===== config.mk =====
export PLATFORM = sky130hd
export DESIGN_NAME = gpu_regfile_arbiter
export DESIGN_NICKNAME = d
export VERILOG_FILES = /design/src/rtl/gpu_regfile_arbiter.sv
export SDC_FILE = /design/constraint.sdc
export NUM_CORES = 1
export LEC_CHECK = 0
export ABC_AREA = 1
export CORE_MARGIN = 1.5
export CORE_UTILIZATION = 36
export DETAILED_ROUTE_END_ITERATION = 10
export PLACE_DENSITY = 0.77
export SLEW_MARGIN = 20
export SYNTH_ARGS = -nofsm -noshare
export SYNTH_HDL_FRONTEND = slang
export SYNTH_SLANG_ARGS = --single-unit

===== constraint.sdc =====
create_clock -name clk -period 1.2 [get_ports clk]
set_clock_uncertainty 0.15 [all_clocks]
set_input_delay 0.24 -clock clk [delete_from_list [all_inputs] [get_ports clk]]
set_output_delay 0.24 -clock clk [all_outputs]
set_load 0.02 [all_outputs]

===== src/rtl/gpu_regfile_arbiter.sv =====
// gpu_regfile_arbiter
// Shares the single-read/single-write GPU register file between the command
// decoder (requester 0) and the host bus bridge (requester 1).
// Acceptance is combinational (ackN). Register-file controls are registered
// and valid in the cycle after acceptance. Read data returns two cycles after
// acceptance on the shared rdata bus, qualified by rvalidN.
// Optional feature macro: GPU_RR_ARB_EN
//   - defined:   round-robin arbitration with a 1-bit preferred-requester pointer
//   - undefined: fixed priority, requester 0 always wins a conflict
module gpu_regfile_arbiter #(
  parameter int D_WIDTH  = 16,
  parameter int A_WIDTH  = 4,
  parameter int RF_DEPTH = 4
) (
  input  logic               clk,
  input  logic               rst_n,
  input  logic               req0,
  input  logic               we0,
  input  logic [A_WIDTH-1:0] addr0,
  input  logic [D_WIDTH-1:0] wdata0,
  input  logic               req1,
  input  logic               we1,
  input  logic [A_WIDTH-1:0] addr1,
  input  logic [D_WIDTH-1:0] wdata1,
  output logic               ack0,
  output logic               ack1,
  output logic [D_WIDTH-1:0] rdata,
  output logic               rvalid0,
  output logic               rvalid1,
  output logic               err0,
  output logic               err1,
  output logic               rf_we,
  output logic [A_WIDTH-1:0] rf_waddr,
  output logic [A_WIDTH-1:0] rf_raddr,
  output logic [D_WIDTH-1:0] rf_wdata,
  input  logic [D_WIDTH-1:0] rf_rdata
);

  // Depth widened by one bit so RF_DEPTH == 2**A_WIDTH still compares correctly.
  localparam logic [A_WIDTH:0] DEPTH_C = (A_WIDTH+1)'(RF_DEPTH);

  logic               grant0_s;
  logic               grant1_s;
  logic               accept_s;
  logic               sel_id_s;
  logic               sel_we_s;
  logic [A_WIDTH-1:0] sel_addr_s;
  logic [D_WIDTH-1:0] sel_wdata_s;
  logic               in_range_s;

  logic               rf_we_r;
  logic [A_WIDTH-1:0] rf_waddr_r;
  logic [A_WIDTH-1:0] rf_raddr_r;
  logic [D_WIDTH-1:0] rf_wdata_r;
  logic               err0_r;
  logic               err1_r;
  logic               rd_pend_r;
  logic               rd_id_r;
  logic [D_WIDTH-1:0] rdata_r;
  logic               rvalid0_r;
  logic               rvalid1_r;

`ifdef GPU_RR_ARB_EN
  // Preferred requester on conflict: 0 = requester 0, 1 = requester 1.
  logic               ptr_r;
`endif

  // Arbitration: at most one grant, only to an active requester, none in reset.
  always_comb begin
    grant0_s = 1'b0;
    grant1_s = 1'b0;
    if (!rst_n) begin
      grant0_s = 1'b0;
      grant1_s = 1'b0;
    end else if (req0 && req1) begin
`ifdef GPU_RR_ARB_EN
      if (ptr_r == 1'b0) begin
        grant0_s = 1'b1;
      end else begin
        grant1_s = 1'b1;
      end
`else
      grant0_s = 1'b1;
`endif
    end else if (req0) begin
      grant0_s = 1'b1;
    end else if (req1) begin
      grant1_s = 1'b1;
    end else begin
      grant0_s = 1'b0;
      grant1_s = 1'b0;
    end
  end

  // Select the winning request's fields and classify its address.
  always_comb begin
    accept_s    = grant0_s | grant1_s;
    sel_id_s    = grant1_s;
    sel_we_s    = 1'b0;
    sel_addr_s  = '0;
    sel_wdata_s = '0;
    if (grant1_s) begin
      sel_we_s    = we1;
      sel_addr_s  = addr1;
      sel_wdata_s = wdata1;
    end else begin
      sel_we_s    = we0;
      sel_addr_s  = addr0;
      sel_wdata_s = wdata0;
    end
    in_range_s = ({1'b0, sel_addr_s} < DEPTH_C);
  end

  // Stage 1: register-file controls, error pulses and read-in-flight tag.
  always_ff @(posedge clk or negedge rst_n) begin
    if (!rst_n) begin
      rf_we_r    <= 1'b0;
      rf_waddr_r <= '0;
      rf_raddr_r <= '0;
      rf_wdata_r <= '0;
      err0_r     <= 1'b0;
      err1_r     <= 1'b0;
      rd_pend_r  <= 1'b0;
      rd_id_r    <= 1'b0;
    end else begin
      rf_we_r   <= accept_s & sel_we_s & in_range_s;
      err0_r    <= accept_s & ~sel_id_s & ~in_range_s;
      err1_r    <= accept_s & sel_id_s & ~in_range_s;
      rd_pend_r <= accept_s & ~sel_we_s & in_range_s;
      if (accept_s && sel_we_s && in_range_s) begin
        rf_waddr_r <= sel_addr_s;
        rf_wdata_r <= sel_wdata_s;
      end
      if (accept_s && !sel_we_s && in_range_s) begin
        rf_raddr_r <= sel_addr_s;
        rd_id_r    <= sel_id_s;
      end
    end
  end

  // Stage 2: capture register-file read data and steer rvalid to the owner.
  always_ff @(posedge clk or negedge rst_n) begin
    if (!rst_n) begin
      rdata_r   <= '0;
      rvalid0_r <= 1'b0;
      rvalid1_r <= 1'b0;
    end else begin
      rvalid0_r <= rd_pend_r & ~rd_id_r;
      rvalid1_r <= rd_pend_r & rd_id_r;
      if (rd_pend_r) begin
        rdata_r <= rf_rdata;
      end
    end
  end

`ifdef GPU_RR_ARB_EN
  // Round-robin pointer: after each transfer prefer the requester not just served.
  always_ff @(posedge clk or negedge rst_n) begin
    if (!rst_n) begin
      ptr_r <= 1'b0;
    end else if (accept_s) begin
      ptr_r <= ~sel_id_s;
    end
  end
`endif

  assign ack0     = grant0_s;
  assign ack1     = grant1_s;
  assign rf_we    = rf_we_r;
  assign rf_waddr = rf_waddr_r;
  assign rf_raddr = rf_raddr_r;
  assign rf_wdata = rf_wdata_r;
  assign err0     = err0_r;
  assign err1     = err1_r;
  assign rdata    = rdata_r;
  assign rvalid0  = rvalid0_r;
  assign rvalid1  = rvalid1_r;

endmodule

==> flow_summary.json <==
{
  "top_level_ports": 109,
  "syn-num-nets": 331,
  "floorplan.die_area_um2": 6340,
  "crit_path_end_kind": "output pin",
  "cpPeakStageDelay_ns": 0.42,
  "numPlacedInstances": 466,
  "status": "complete, but fails checks",
  "die_height_um": 79.6,
  "comb_power_share": 0.418,
  "cts_sinks": 47,
  "clk_latency_ns": 0.30,
  "timing.final.max_slew_violations": 0,
  "worstPathCellList": "buf_6",
  "wire_length_of_the_first_global_routing_pass_um": 10200,
  "finish.net_count": 507,
  "detailroute.via_count": 2376,
  "synth_top_cell_area_share": 0.557,
  "share_of_post_route_cells_with_drive_strength_above_1": 0.372,
  "synth.lib_cells_used.distinct": 16,
  "syn-cell-area_um2": 2110,
  "setup_viol_count_final": 45,
  "ant_nets": 0,
  "worstPathArrival_ns": 0.86,
  "register_area_um2": 1180,
  "power_switching_share": 0.320,
  "cts_made_buffers": 5,
  "critPathLaunchType": "flip-flop",
  "netSwitchingPower_w": 0.00199,
  "worstSetupPathType": "reg -> out",
  "place_congestion": 0.778,
  "tightestPinTransition_ns": 0.418,
  "post_layout_nonfiller_instances": 518,
  "power.ir.vdd_worst_uv": 787,
  "totalWireLength_um": 6990,
  "sequentialPowerShare": 0.362,
  "commonest_cells_after_routing_fill_and_taps_aside": "sky130_fd_sc_hd__nand2_1 (145), sky130_fd_sc_hd__buf_4 (58), sky130_fd_sc_hd__buf_6 (57), sky130_fd_sc_hd__clkdlybuf4s50_1 (52), sky130_fd_sc_hd__dfrtp_1 (47)",
  "r2r_setup_slack_ns": 0.15,
  "grtUsageTotal": 0.209,
  "final_cell_area_um2": 4150,
  "grt_start_max_net_pins": 35,
  "violated_checks": "setup timing",
  "clock_power_share": 0.221,
  "synth-warning-count": 0,
  "n_antenna_cell": 0,
  "dpl-instance-area_um2": 3450,
  "yosys_register_bits": 47,
  "max_freq_ghz": 0.799,
  "tritoncts": "built",
  "port_buffers": 108,
  "synthesis.instances": 269,
  "die_w_um": 79.6,
  "timing.final.crit_share": 1.04,
  "synth_area_per_cell_um2": 7.85,
  "design.core.area_um2": 5570,
  "drt_drc_violations_left": 0,
  "post-route-util": 0.745,
  "cp_top_family": "flip-flops",
  "synth_seq_area_share": 0.557,
  "cell_with_the_largest_stage_delay_on_the_worst_path": "sky130_fd_sc_hd__dfrtp_1",
  "synthTopCellsByArea": "sky130_fd_sc_hd__dfrtp_1 (56%), sky130_fd_sc_hd__nand2_1 (28%), sky130_fd_sc_hd__nand3_1 (5.2%)",
  "static_power_due_to_leakage_nw": 2.20,
  "critical_path_data_required_time_ns": 0.81,
  "timing_hold_violations_final": 0,
  "critical_path.max_fanout": 2,
  "avgViaCountPerCell": 4.59,
  "drt_first_iter_violations": 77,
  "syn2layout_area_growth_pct": 96.5,
  "initial_utilization": 0.379,
  "internal-power_w": 0.00422,
  "rows": 27,
  "setup_ws_ns": -0.0519,
  "fill_cells": 404,
  "finalHoldWorstSlack_ns": 0.190,
  "clk_path_buf_depth": 2,
  "drt-wirelength-per-cell_um": 13.5,
  "power_per_cell_area_nw_per_um2": 1500,
  "period_minus_slack_ns": 1.25,
  "root_buffer": "sky130_fd_sc_hd__clkbuf_8",
  "detail_route.first_pass.iterations": 4,
  "cts.reportedPaths.clkPinSlew_ns": 0.09,
  "drv.max_cap_violation_count": 0,
  "multi_input_comb_area_um2": 942,
  "antenna_found_initial": 0,
  "yosysTopAreaCell": "sky130_fd_sc_hd__dfrtp_1",
  "grt_setup_unrepaired": "true",
  "grt_remaining_overflow": 0,
  "most_common_library_cell_in_the_layout_ignoring_fill_and_taps": "sky130_fd_sc_hd__nand2_1",
  "holdCritPathClass": "in -> reg",
  "via_count_of_the_first_global_routing_pass": 2224,
  "worst-path-buf-inv": 1,
  "cts.htree.levels": 2,
  "slew-limit-headroom": 0.721,
  "hpwl_um": 4380
}
==> sequential cells by signal, indices dropped and copies added (netlist names) <==
signal / count
rvalid0: 1
err0: 1
rvalid1: 1
err1: 1
rf_waddr: 4
rd_id_r: 1
rf_we: 1
rf_raddr: 4
rd_pend_r: 1
rdata: 16
rf_wdata: 16
==> routing by layer <==
layer,vias up,global-route usage,part of all wire
met1,1100,0.232,0.39
li1,1166,-,-
met2,93,0.393,0.52
met4,0,0.0544,0.019
met5,-,0,0
met3,17,0.0514,0.069
==> per-stage QoR <==
| stage | power (W) | setup slack (ns) | TNS, ns |
|---|---|---|---|
| 2_1_floorplan | 0.00308 | 0.00350 | 0 |
| 3_3_place_gp | 0.00424 | -0.786 | -27.29 |
| 3_5_place_dp | 0.00429 | -0.834 | -27.99 |
| 4_1_cts | 0.00601 | -0.0465 | -1.33 |
| 5_1_grt | 0.00653 | -0.0809 | -2.82 |
| 6_report | 0.00620 | -0.0519 | -1.20 |
==> what timing repair did <==
action | CTS | global route
setup endpoints to repair | 76 | 73
buffers inserted | 25 | 15
gates resized for setup | 311 | 41
hold buffers | 2 | 0
cloned | 2 | 0
endpoints found under the hold margin | 47 | 0
pin swaps | 16 | 14
==> cell usage after synthesis, drive strengths merged <==
cell,number
buf,10
clkbuf,1
clkinv,1
dfrtp,47
inv,15
nand2,159
nand3,24
nand4,1
nor2,11
==> power groups by stage <==
stage / Combinational, W / Clock, W / Sequential [W]
finish: 0.00259 / 0.00137 / 0.00224
global route: 0.00278 / 0.00146 / 0.00228
CTS: 0.00239 / 0.00139 / 0.00223
detailed placement: 0.00210 / 0 / 0.00219
global placement: 0.00207 / 0 / 0.00218
floorplan: 0.000433 / 0 / 0.00265
==> cell families after synthesis <==
kind of cell           after synthesis  synth area share
buffers and inverters               27            0.0610
flip-flops                          47             0.557
AND/OR/NAND/NOR                    195             0.382
==> worst paths after layout <==
kind	from	to	depth (start not counted)
worst max-delay path	rf_wdata[9]	rf_wdata[9]	1
worst min register to register	rd_id_r	rvalid0	1
min in group asynchronous	rst_n	rvalid0	3
worst min-delay path	rst_n	err0	4
max in group asynchronous	rst_n	rdata[5]	3
worst max register to register	rdata[9]	rdata[9]	4
==> final cells by class <==
cell class / count / share of cell area
well taps: 72 / 0.0217
repair buffers: 180 / 0.420
clock inverters: 3 / 0.0163
clock buffers: 5 / 0.0166
multi-input cells: 195 / 0.227
flip-flops and latches: 47 / 0.283
inverters: 16 / 0.0151
Note: power is estimated with default switching activity, not from simulation.
